## config.mk

```make
export PLATFORM = sky130hd
export DESIGN_NAME = mil_rxd_flat
export DESIGN_NICKNAME = d
export VERILOG_FILES = /design/src/rtl/mil_rxd_if.sv /design/src/rtl/mil_rxd.sv /design/src/flat_wrapper.sv
export SDC_FILE = /design/constraint.sdc
export NUM_CORES = 1
export LEC_CHECK = 0
export CAP_MARGIN = 30
export CORE_MARGIN = 1
export CORE_UTILIZATION = 50
export DETAILED_ROUTE_END_ITERATION = 12
export PLACE_DENSITY_LB_ADDON = 0.1
export SYNTH_ARGS = -nofsm -noshare
export SYNTH_HDL_FRONTEND = slang
export SYNTH_SLANG_ARGS = --single-unit
```

## constraint.sdc

```tcl
create_clock -name clk -period 7.2 [get_ports clk]
set_input_delay 1.44 -clock clk [delete_from_list [all_inputs] [get_ports clk]]
set_output_delay 1.44 -clock clk [all_outputs]
set_load 0.02 [all_outputs]
```

## src/rtl/mil_rxd_if.sv

```systemverilog
// Line pair and decoded-word outputs of the MIL-STD-1553 word receiver.
// master = line driver / word consumer side, slave = the receiver itself.
interface mil_rxd_if;
  logic        RXP;
  logic        RXN;
  logic [15:0] dat;
  logic        cd;
  logic        ok;
  logic        rdy;
  logic        err;
  logic [1:0]  err_code;
  logic        busy;

  modport master (
    output RXP, RXN,
    input  dat, cd, ok, rdy, err, err_code, busy
  );

  modport slave (
    input  RXP, RXN,
    output dat, cd, ok, rdy, err, err_code, busy
  );
endinterface

```

## src/rtl/mil_rxd.sv

```systemverilog
// MIL-STD-1553 Manchester-II word receiver: sync detect, 16 data bits + odd parity,
// back-to-back words supported through a fixed word-boundary re-arm of the sync hunter.
module mil_rxd #(
  parameter int TBIT = 50,
  parameter int TOL  = 6
) (
  input  logic      clk,
  input  logic      rst_n,
  mil_rxd_if.slave  bus
);
  localparam int CW    = $clog2(20*TBIT + 1);
  localparam int HALF3 = 3*TBIT/2;

  localparam logic [CW-1:0] ONE     = CW'(1);
  localparam logic [CW-1:0] RUN_LO  = CW'(HALF3 - TOL);
  localparam logic [CW-1:0] RUN_HI  = CW'(HALF3 + TOL);
  localparam logic [CW-1:0] S1_BASE = CW'(HALF3 + TBIT/4);
  localparam logic [CW-1:0] S2_OFS  = CW'(3*TBIT/4 - TBIT/4);
  localparam logic [CW-1:0] BIT_LEN = CW'(TBIT);
  localparam logic [CW-1:0] BOUND   = CW'(HALF3 + 17*TBIT);

  localparam logic [1:0] LV_P = 2'b10;

  typedef enum logic [1:0] {HUNT, DATA, TAIL} state_t;

  state_t          r_state;
  logic [1:0]      r_rxp_s, r_rxn_s;
  logic [CW-1:0]   r_run, r_cnt;
  logic [1:0]      r_lvl, r_h1;
  logic [4:0]      r_bit;
  logic [15:0]     r_sh, r_dat;
  logic            r_cd_pend, r_cd, r_ok, r_rdy, r_err, r_busy;
  logic [1:0]      r_code;

  logic [1:0]      w_line;
  logic            w_valid, w_sync, w_bit, w_par_ok;
  logic            w_at_s1, w_at_s2, w_abort;
  logic [1:0]      w_abort_code;
  logic [CW-1:0]   w_s1, w_s2;

  assign w_line  = {r_rxp_s[1], r_rxn_s[1]};
  assign w_valid = ^w_line;

  // A sync is an opposite-level change after a first half of ~1.5 bit times.
  assign w_sync = w_valid && (^r_lvl) && (w_line != r_lvl) &&
                  (r_run >= RUN_LO) && (r_run <= RUN_HI);

  assign w_s1     = S1_BASE + CW'(r_bit) * BIT_LEN;
  assign w_s2     = w_s1 + S2_OFS;
  assign w_at_s1  = (r_state == DATA) && (r_cnt == w_s1);
  assign w_at_s2  = (r_state == DATA) && (r_cnt == w_s2);
  assign w_bit    = (r_h1 == LV_P);
  assign w_par_ok = ^{r_sh, w_bit};

  assign w_abort      = (w_at_s1 || w_at_s2) && (!w_valid || (w_at_s2 && (w_line == r_h1)));
  assign w_abort_code = w_valid ? 2'd1 : 2'd3;

  always_ff @(posedge clk or negedge rst_n) begin
    if (!rst_n) begin
      r_state   <= HUNT;
      r_rxp_s   <= '0;
      r_rxn_s   <= '0;
      r_run     <= '0;
      r_cnt     <= '0;
      r_lvl     <= '0;
      r_h1      <= '0;
      r_bit     <= '0;
      r_sh      <= '0;
      r_dat     <= '0;
      r_cd_pend <= 1'b0;
      r_cd      <= 1'b0;
      r_ok      <= 1'b0;
      r_rdy     <= 1'b0;
      r_err     <= 1'b0;
      r_busy    <= 1'b0;
      r_code    <= '0;
    end else begin
      r_rxp_s <= {r_rxp_s[0], bus.RXP};
      r_rxn_s <= {r_rxn_s[0], bus.RXN};
      // NOTE: strobes get a non-blocking default here; a later assignment in the same block wins.
      r_rdy   <= 1'b0;
      r_err   <= 1'b0;

      case (r_state)
        HUNT: begin
          if (w_valid && (w_line == r_lvl)) begin
            if (r_run != '1) r_run <= r_run + ONE;
          end else begin
            r_run <= '0;
            r_lvl <= w_line;
            if (w_sync) begin
              r_state   <= DATA;
              r_cd_pend <= (r_lvl == LV_P);
              r_cnt     <= ONE;
              r_bit     <= '0;
              r_busy    <= 1'b1;
            end
          end
        end

        DATA: begin
          r_cnt <= r_cnt + ONE;
          if (w_abort) begin
            r_err   <= 1'b1;
            r_code  <= w_abort_code;
            r_busy  <= 1'b0;
            r_state <= HUNT;
            r_run   <= '0;
            r_lvl   <= w_line;
          end else if (w_at_s1) begin
            r_h1 <= w_line;
          end else if (w_at_s2) begin
            if (r_bit == 5'd16) begin
              r_dat   <= r_sh;
              r_cd    <= r_cd_pend;
              r_ok    <= w_par_ok;
              r_code  <= w_par_ok ? 2'd0 : 2'd2;
              r_rdy   <= 1'b1;
              r_state <= TAIL;
            end else begin
              r_sh  <= {r_sh[14:0], w_bit};
              r_bit <= r_bit + 5'd1;
            end
          end
        end

        TAIL: begin
          r_cnt <= r_cnt + ONE;
          // The next word's sync first half starts here, whatever the line level.
          if (r_cnt == BOUND) begin
            r_state <= HUNT;
            r_busy  <= 1'b0;
            r_run   <= '0;
            r_lvl   <= w_line;
          end
        end

        default: r_state <= HUNT;
      endcase
    end
  end

  assign bus.dat      = r_dat;
  assign bus.cd       = r_cd;
  assign bus.ok       = r_ok;
  assign bus.rdy      = r_rdy;
  assign bus.err      = r_err;
  assign bus.err_code = r_code;
  assign bus.busy     = r_busy;
endmodule
```

## src/flat_wrapper.sv

```systemverilog
// flat-port wrapper written by rule: the top's interface ports become plain ports
module mil_rxd_flat 
#(
  parameter int TBIT = 50,
  parameter int TOL  = 6
)
  (clk, rst_n, bus_RXP, bus_RXN, bus_dat, bus_cd, bus_ok, bus_rdy, bus_err, bus_err_code, bus_busy);
  mil_rxd_if bus_i ();
  input  logic clk;
  input  logic rst_n;
  input wire logic [$bits(bus_i.RXP)-1:0] bus_RXP;
  input wire logic [$bits(bus_i.RXN)-1:0] bus_RXN;
  output wire logic [$bits(bus_i.dat)-1:0] bus_dat;
  output wire logic [$bits(bus_i.cd)-1:0] bus_cd;
  output wire logic [$bits(bus_i.ok)-1:0] bus_ok;
  output wire logic [$bits(bus_i.rdy)-1:0] bus_rdy;
  output wire logic [$bits(bus_i.err)-1:0] bus_err;
  output wire logic [$bits(bus_i.err_code)-1:0] bus_err_code;
  output wire logic [$bits(bus_i.busy)-1:0] bus_busy;
  assign bus_i.RXP = bus_RXP;
  assign bus_i.RXN = bus_RXN;
  assign bus_dat = bus_i.dat;
  assign bus_cd = bus_i.cd;
  assign bus_ok = bus_i.ok;
  assign bus_rdy = bus_i.rdy;
  assign bus_err = bus_i.err;
  assign bus_err_code = bus_i.err_code;
  assign bus_busy = bus_i.busy;
  mil_rxd #(.TBIT(TBIT), .TOL(TOL)) u_core (.clk(clk), .rst_n(rst_n), .bus(bus_i));
endmodule
```

* Yosys cells after proc, flatten, opt, wreduce, memory -nomap -nowiden
Index checks and enable logic that the tools add are counted.
** Operators by class
- Bitwise logic cells :: 4
- Multiplexer cells :: 45
- Add/subtract/negate cells :: 5
- $lt $le $gt $ge :: 2
- Eq/ne operators :: 25
- Reduce and logical (&&, ||, !) cells :: 33
- $mul :: 1
** Operator list (number)
- two-way mux 10 bit :: 6
- two-way mux 2 bit :: 16
- two-way mux 5 bit :: 6
- case mux 10 bit (3 select lines) :: 1
- adder 10 x 1 -> 10 bit, second input constant :: 2
- equality test 10 bit :: 2
- case mux 10 bit (2 select lines) :: 1
- XOR reduction 17 bit :: 1
- AND reduction 5 bit :: 3
- case mux 2 bit (3 select lines) :: 2
- AND reduction 4 bit :: 3
- two-way mux 1 bit :: 11
- adder 10 x 5 -> 10 bit, second input constant :: 1
- adder 7 x 10 -> 10 bit, first input constant :: 1
- equality test 10 bit, second input constant :: 1
- greater-or-equal comparator 10 x 7 -> 1 bit, second input constant :: 1
- <= comparator 10 x 7 -> 1 bit, second input constant :: 1
- inequality test 10 bit, second input constant :: 1
- inequality test 2 bit, second input constant :: 5
- case mux 5 bit (2 select lines) :: 1
- logical AND 1 bit :: 9
- multiplier 5 x 5 -> 9 bit, second input constant :: 1
- AND reduction 3 bit :: 3
- inequality test 2 x 1 -> 1 bit, second input constant :: 4
- other kinds (20) :: 32
** Storage, ports and cells
- Word-level logic and storage cells :: 132
- Input port bits :: 4
- Output and inout port bits :: 23
- Flip-flop bits (word level) :: 75

* Depth between registers and ports, before layout
- Word-level depth :: 10
- Mapped depth :: 18

* Least setup slack after synthesis
Ideal clock, no wire load.
- Path kind :: register -> register
- Start :: register u_core.r_bit[0]
- End :: register u_core.r_busy (netlist: u_core.bus.busy)
- Buffers on the path :: 2
- Data required time :: 7.072 ns
- Library setup time :: 0.128 ns
- Cell stages (with the launch flop) :: 17
- Arrival time :: 4.389 ns
- Clock period less this slack :: 4.517 ns
- Slack :: 2.683 ns
- Path through :: dfrtp_1 buf_2 inv_1 ha_1 ha_1 ha_1 inv_1 fa_1 clkbuf_1 or3_1 a2111oi_2 and4b_1 a31oi_2 a211oi_4 o21bai_2 a211oi_2 mux2_1
** Between the ends
- Longest elaborated chain between the ends :: 10
- Elaborated cells on any way between the ends :: 13
- Classes of those cells :: add/sub: 2; mul: 1; eq/ne: 3; reduce/logical: 7
** Ends and longest elaborated chain
- from (decl) :: RTL line mil_rxd.sv:30 : logic [4:0] r_bit;
- from (signal assigned) :: RTL line mil_rxd.sv:122 : r_bit <= r_bit + 5'd1;
- multiplier 5 x 5 -> 9 bit * :: RTL line mil_rxd.sv:48 : assign w_s1 = S1_BASE + CW'(r_bit) * BIT_LEN;
- adder 7 x 10 -> 10 bit * :: RTL line mil_rxd.sv:48
- adder 10 x 5 -> 10 bit :: RTL line mil_rxd.sv:49 : assign w_s2 = w_s1 + S2_OFS;
- equality test 10 bit :: RTL line mil_rxd.sv:51 : assign w_at_s2 = (r_state == DATA) && (r_cnt == w_s2);
- logical AND 1 bit :: RTL line mil_rxd.sv:51
- logical AND 1 bit :: RTL line mil_rxd.sv:55 : assign w_abort = (w_at_s1 || w_at_s2) && (!w_valid || (w_at_s2 && (w_line == r_h1)));
- logical OR 1 bit :: RTL line mil_rxd.sv:55
- logical AND 1 bit * :: RTL line mil_rxd.sv:55
- inequality test 2 x 1 -> 1 bit (no line) *
- AND reduction 5 bit (no line) *
- to (signal assigned) :: RTL line mil_rxd.sv:75 : r_busy <= 1'b0;
- to (signal assigned) :: RTL line mil_rxd.sv:96 : r_busy <= 1'b1;
- to (signal assigned) :: RTL line mil_rxd.sv:106 : r_busy <= 1'b0;
- to (decl) :: RTL line mil_rxd.sv:32 : logic r_cd_pend, r_cd, r_ok, r_rdy, r_err, r_busy;
Every way passes the cells marked *; elsewhere a longest branch is shown, timed or not.
A chain may end at the register's enable or synchronous reset.

* Worst setup path after layout
- Start :: register u_core.r_bit[0]
- End :: register u_core.r_run[7]
** Between the ends
- Longest elaborated chain between the ends :: 10
- Elaborated cells on any way between the ends :: 13
- Classes of those cells :: add/sub: 2; mul: 1; eq/ne: 3; reduce/logical: 7
** Ends and longest elaborated chain
- multiplier 5 x 5 -> 9 bit * :: RTL line mil_rxd.sv:48
- adder 7 x 10 -> 10 bit * :: RTL line mil_rxd.sv:48
- adder 10 x 5 -> 10 bit :: RTL line mil_rxd.sv:49
- equality test 10 bit :: RTL line mil_rxd.sv:51
- logical AND 1 bit :: RTL line mil_rxd.sv:51
- logical AND 1 bit :: RTL line mil_rxd.sv:55
- logical OR 1 bit :: RTL line mil_rxd.sv:55
- logical AND 1 bit * :: RTL line mil_rxd.sv:55
- inequality test 2 x 1 -> 1 bit (no line) *
- AND reduction 4 bit (no line) *
- to (signal assigned) :: RTL line mil_rxd.sv:87 : if (r_run != '1) r_run <= r_run + ONE;
- to (decl) :: RTL line mil_rxd.sv:28 : logic [CW-1:0] r_run, r_cnt;
Marked as above.

==> impl_summary.txt <==
----------------------------------------------------
[Floorplan]
  Height of the die ... 100.1 um
  Floorplan die width ... between 100 and 150 um
  Starting density of the core ... 0.5183
  I/O Pins ... 27
  Area of the core ... just over 9000 um^2
  Number of rows created at floorplan ... 35
  Die footprint ... 10020 um^2

[Power and ir drop]
  Worst-case vdd ir drop ... 0.1034 mV
  Pwr/cell area ... around 140 nW/um^2
  Static power due to leakage ... between 2 and 2.5 nW

[Timing]
  Final Slew Violations ... 0
  Unrepaired setup endpoints after global routing ... no
  Final-layout worst hold slack ... 0.3528 ns
  Final period util ... 0.7695
  Worst slew margin relative to its limit ... 0.3595
  Total Negative Setup Slacks ... 0 ns
  Fmax achieved ... 180.5 MHz
  Final worst clock skew ... 0.01538 ns
  Final hold viol count ... 0
  Final setup violating endpoints ... 0
  Tightest Pin Transition ... roughly 0.95 ns
  Tmin final ... 5.540 ns

[Final layout]
  Antenna diode count ... 0
  Layout Area Growth over Synthesis ... 11.54%
  Number of fillers in the final layout ... 820
  Fraction of layout cells with a size suffix above 1 ... 0.1091
  Seq. cell area ... about 1900 um^2
  # nets final ... 523
  Final cell utilization of the core ... 0.5782
  Commonest cells after routing, fill and taps aside ... sky130_fd_sc_hd__dfrtp_1 (75), sky130_fd_sc_hd__xnor2_1 (36), sky130_fd_sc_hd__nor2_1 (30)
  Most common library cell in the layout ignoring fill and taps ... sky130_fd_sc_hd__dfrtp_1
  Total area of multi-input combinational cells ... 2759 um^2
  Final cell count without fillers ... 624

[Yosys]
  Warnings, synthesis ... 0
  Sequential area share after synthesis ... 0.3900
  Number of distinct library cells after synthesis ... about 70
  Share of synthesized registers carrying an async set or reset ... 1.000
  Net count after synthesis ... about 500
  Synthesized flop and latch total ... 75
  Number of enable-type register cells in the synthesized netlist ... 0
  Cell Area, Synth ... 4812 um^2
  Synthesized area divided by synthesized cell count ... 10.26 um^2
  Synthesized instance count ... 469
  Ys flop type ... sky130_fd_sc_hd__dfrtp_1

[CTS]
  Clock tree from TritonCTS ... yes
  Number of sinks driven by the clock tree ... 75
  Max clock buf depth ... 2
  H-Tree Level Count ... 3
  Clock latency reported for the late side of the worst-skew pair ... 0.35 ns
  Clock root cell ... sky130_fd_sc_hd__clkbuf_8
  CTS Buf Count ... 9
  Quantity of hold-fixing buffers added after cts ... 0
  Count of cells resized by post-cts repair ... 0
  Number of buffers added for setup after CTS ... 0
  Clock slew at the register clock pins of the worst setup and hold paths ... roughly 0.080 ns

[Critical path]
  Kind of start point of the critical path ... flip-flop
  Longest individual stage delay on the worst path ... 0.74 ns
  CP Max Fanout ... 13
  Startpoint-to-endpoint class of the critical path ... reg -> reg
  Kind of end point of the critical path ... flip-flop
  Worst Path Required ... 7.40 ns
  Ordered cell list for the critical path ... inv_1 -> ha_1 -> ha_1 -> ha_1 -> inv_1 -> fa_1 -> or3_1 -> a2111oi_2 -> o21ai_1 -> a31oi_2 -> a211oi_4 -> a21oi_1 -> or2_0 -> o21ai_1
  Critical path arrival ... between 5 and 6 ns
  Critical Path Most Common Cell ... sky130_fd_sc_hd__ha_1
  Slowest cell on the critical path ... sky130_fd_sc_hd__a21oi_1

[Place]
  GP Congestion ... 0.8360
  Number of cells in the design after placement ... 607
  Count of input and output buffers ... 26
  HPWL after detailed placement ... 6966 um

[Route]
  Drt initial violations ... 130
  Initial DRT Pass Iterations ... 4
  Number of vias per cell ... 5.546
  Antenna-violating nets left ... 0
  Per-cell routed wire length ... 15.40 um
  Total length of routed wires ... 9612 um
  Vias after detailed routing ... roughly 3500
  Remaining DRCs ... 0

[Global route]
  Gr ovfl total ... 0
  Vias in the first global route ... 3434
  Antenna violations before repair ... 0
  GR Util All Layers ... 0.2144
  Global-route wire length before repair ... around 17000 um
  Largest net degree at the start of global routing ... 76

[Status]
  Status ... finished clean

[Job]
  Max Cap Violations ... 0

[Min path]
  Min-delay worst type ... reg -> reg

----------------------------------------------------
==> flip-flops by register name, summed over array words and instances (netlist names) <==
register             count
u_core.bus.cd            1
u_core.r_lvl             2
u_core.bus.ok            1
u_core.r_state           2
u_core.r_cd_pend         1
u_core.bus.rdy           1
u_core.bus.err_code      2
u_core.bus.err           1
u_core.r_sh             16
u_core.bus.dat          16
u_core.r_bit             5
u_core.r_rxn_s           2
u_core.bus.busy          1
u_core.r_run            10
u_core.r_cnt            10
u_core.r_h1              2
u_core.r_rxp_s           2
==> area by class of cell <==
| type | instances | area share |
|---|---|---|
| clock buffers | 9 | 0.02308 |
| clock inverters | 7 | 0.01119 |
| inverters | 27 | 0.01888 |
| multi-input cells | 350 | 0.5140 |
| flip-flops and latches | 75 | 0.3497 |
| well taps | 129 | 0.03007 |
| repair buffers | 27 | 0.05315 |
==> where the power goes <==
part	leakage [nW]	switching, mW	total [mW]	internal [mW]
combinational	1.33	0.0161	0.0240	0.00787
sequential	1.03	0.00230	0.425	0.423
clock	0.0904	0.173	0.303	0.130
total	2.46	0.191	0.752	0.561
==> layer usage <==
layer,global-route usage,vias up,share of wire
li1,-,1720,-
met1,0.2903,1678,0.48
met2,0.3480,47,0.48
met3,0.03343,16,0.026
met4,0.08250,0,0.015
met5,0,-,0
==> worst paths after layout <==
path	startpoint	endpoint	slack [ns]	cells after the start
max in group asynchronous	rst_n	u_core.bus.err_code[0]$_DFFE_PN0P_	5.73	2
setup reg to reg	u_core.r_bit[0]$_DFFE_PN0P_	u_core.r_run[7]$_DFFE_PN0P_	1.66	14
min in group asynchronous	rst_n	u_core.r_cnt[7]$_DFFE_PN0P_	0.88	1
setup / recovery	u_core.r_bit[0]$_DFFE_PN0P_	u_core.r_run[7]$_DFFE_PN0P_	1.66	14
hold reg to reg	u_core.r_rxp_s[0]$_DFF_PN0_	u_core.r_rxp_s[1]$_DFF_PN0_	0.35	0
hold / removal	u_core.r_rxp_s[0]$_DFF_PN0_	u_core.r_rxp_s[1]$_DFF_PN0_	0.35	0
==> critical path, delay by kind of cell, from the launching register on <==
| family | cells | cell delay, ns |
|---|---|---|
| AOI/OAI and AO/OA | 6 | 1.97 |
| adders and majority gates | 4 | 1.48 |
| and+or+nand+nor | 2 | 1.09 |
| DFF | 1 | 0.62 |
| buffers and inverters | 2 | 0.25 |
==> cells in the mapped netlist (4+ instances only) <==
master,n,share of area
sky130_fd_sc_hd__nor3_1,6,0.0062
sky130_fd_sc_hd__nor2b_1,12,0.016
sky130_fd_sc_hd__nand2b_1,11,0.014
sky130_fd_sc_hd__nand2_1,23,0.018
sky130_fd_sc_hd__o31ai_2,4,0.010
sky130_fd_sc_hd__xor2_1,6,0.011
sky130_fd_sc_hd__buf_2,6,0.0062
sky130_fd_sc_hd__or3_1,5,0.0065
sky130_fd_sc_hd__and3_1,11,0.014
sky130_fd_sc_hd__xnor2_1,36,0.066
sky130_fd_sc_hd__mux2_1,23,0.054
sky130_fd_sc_hd__clkbuf_1,9,0.0070
sky130_fd_sc_hd__dfrtp_1,75,0.39
sky130_fd_sc_hd__and2_1,5,0.0065
sky130_fd_sc_hd__nand3_1,12,0.012
sky130_fd_sc_hd__o211ai_1,5,0.0078
sky130_fd_sc_hd__nor2_1,30,0.023
sky130_fd_sc_hd__o221ai_1,5,0.0091
sky130_fd_sc_hd__a211oi_2,4,0.010
sky130_fd_sc_hd__mux2_2,15,0.035
sky130_fd_sc_hd__a21oi_1,11,0.011
sky130_fd_sc_hd__inv_1,26,0.020
sky130_fd_sc_hd__ha_1,28,0.073
sky130_fd_sc_hd__o21ai_0,14,0.015
sky130_fd_sc_hd__o21ai_1,13,0.014
sky130_fd_sc_hd__nand4_1,6,0.0078
==> stage by stage <==
step | setup slack [ns] | power (mW) | area, um^2
2_1_floorplan | 2.683 | 0.4435 | 4812
3_3_place_gp | 1.889 | 0.4555 | 5156
3_5_place_dp | 1.718 | 0.4564 | 5156
4_1_cts | 1.706 | 0.7616 | 5340
5_1_grt | 1.279 | 0.7839 | 5368
6_report | 1.660 | 0.7520 | 5368
==> kinds of logic (layout without fill, tap and decap cells) <==
logic type	count (synthesis)	count (layout)	share of synthesized area
simple gates	140	140	0.1560
fa+ha+maj	29	29	0.07696
flops	75	75	0.3900
xor+xnor	45	45	0.09048
buf+inv	44	70	0.03666
compound gates	96	96	0.1568
mux	40	40	0.09308
Note: power is estimated with default switching activity, not from simulation.
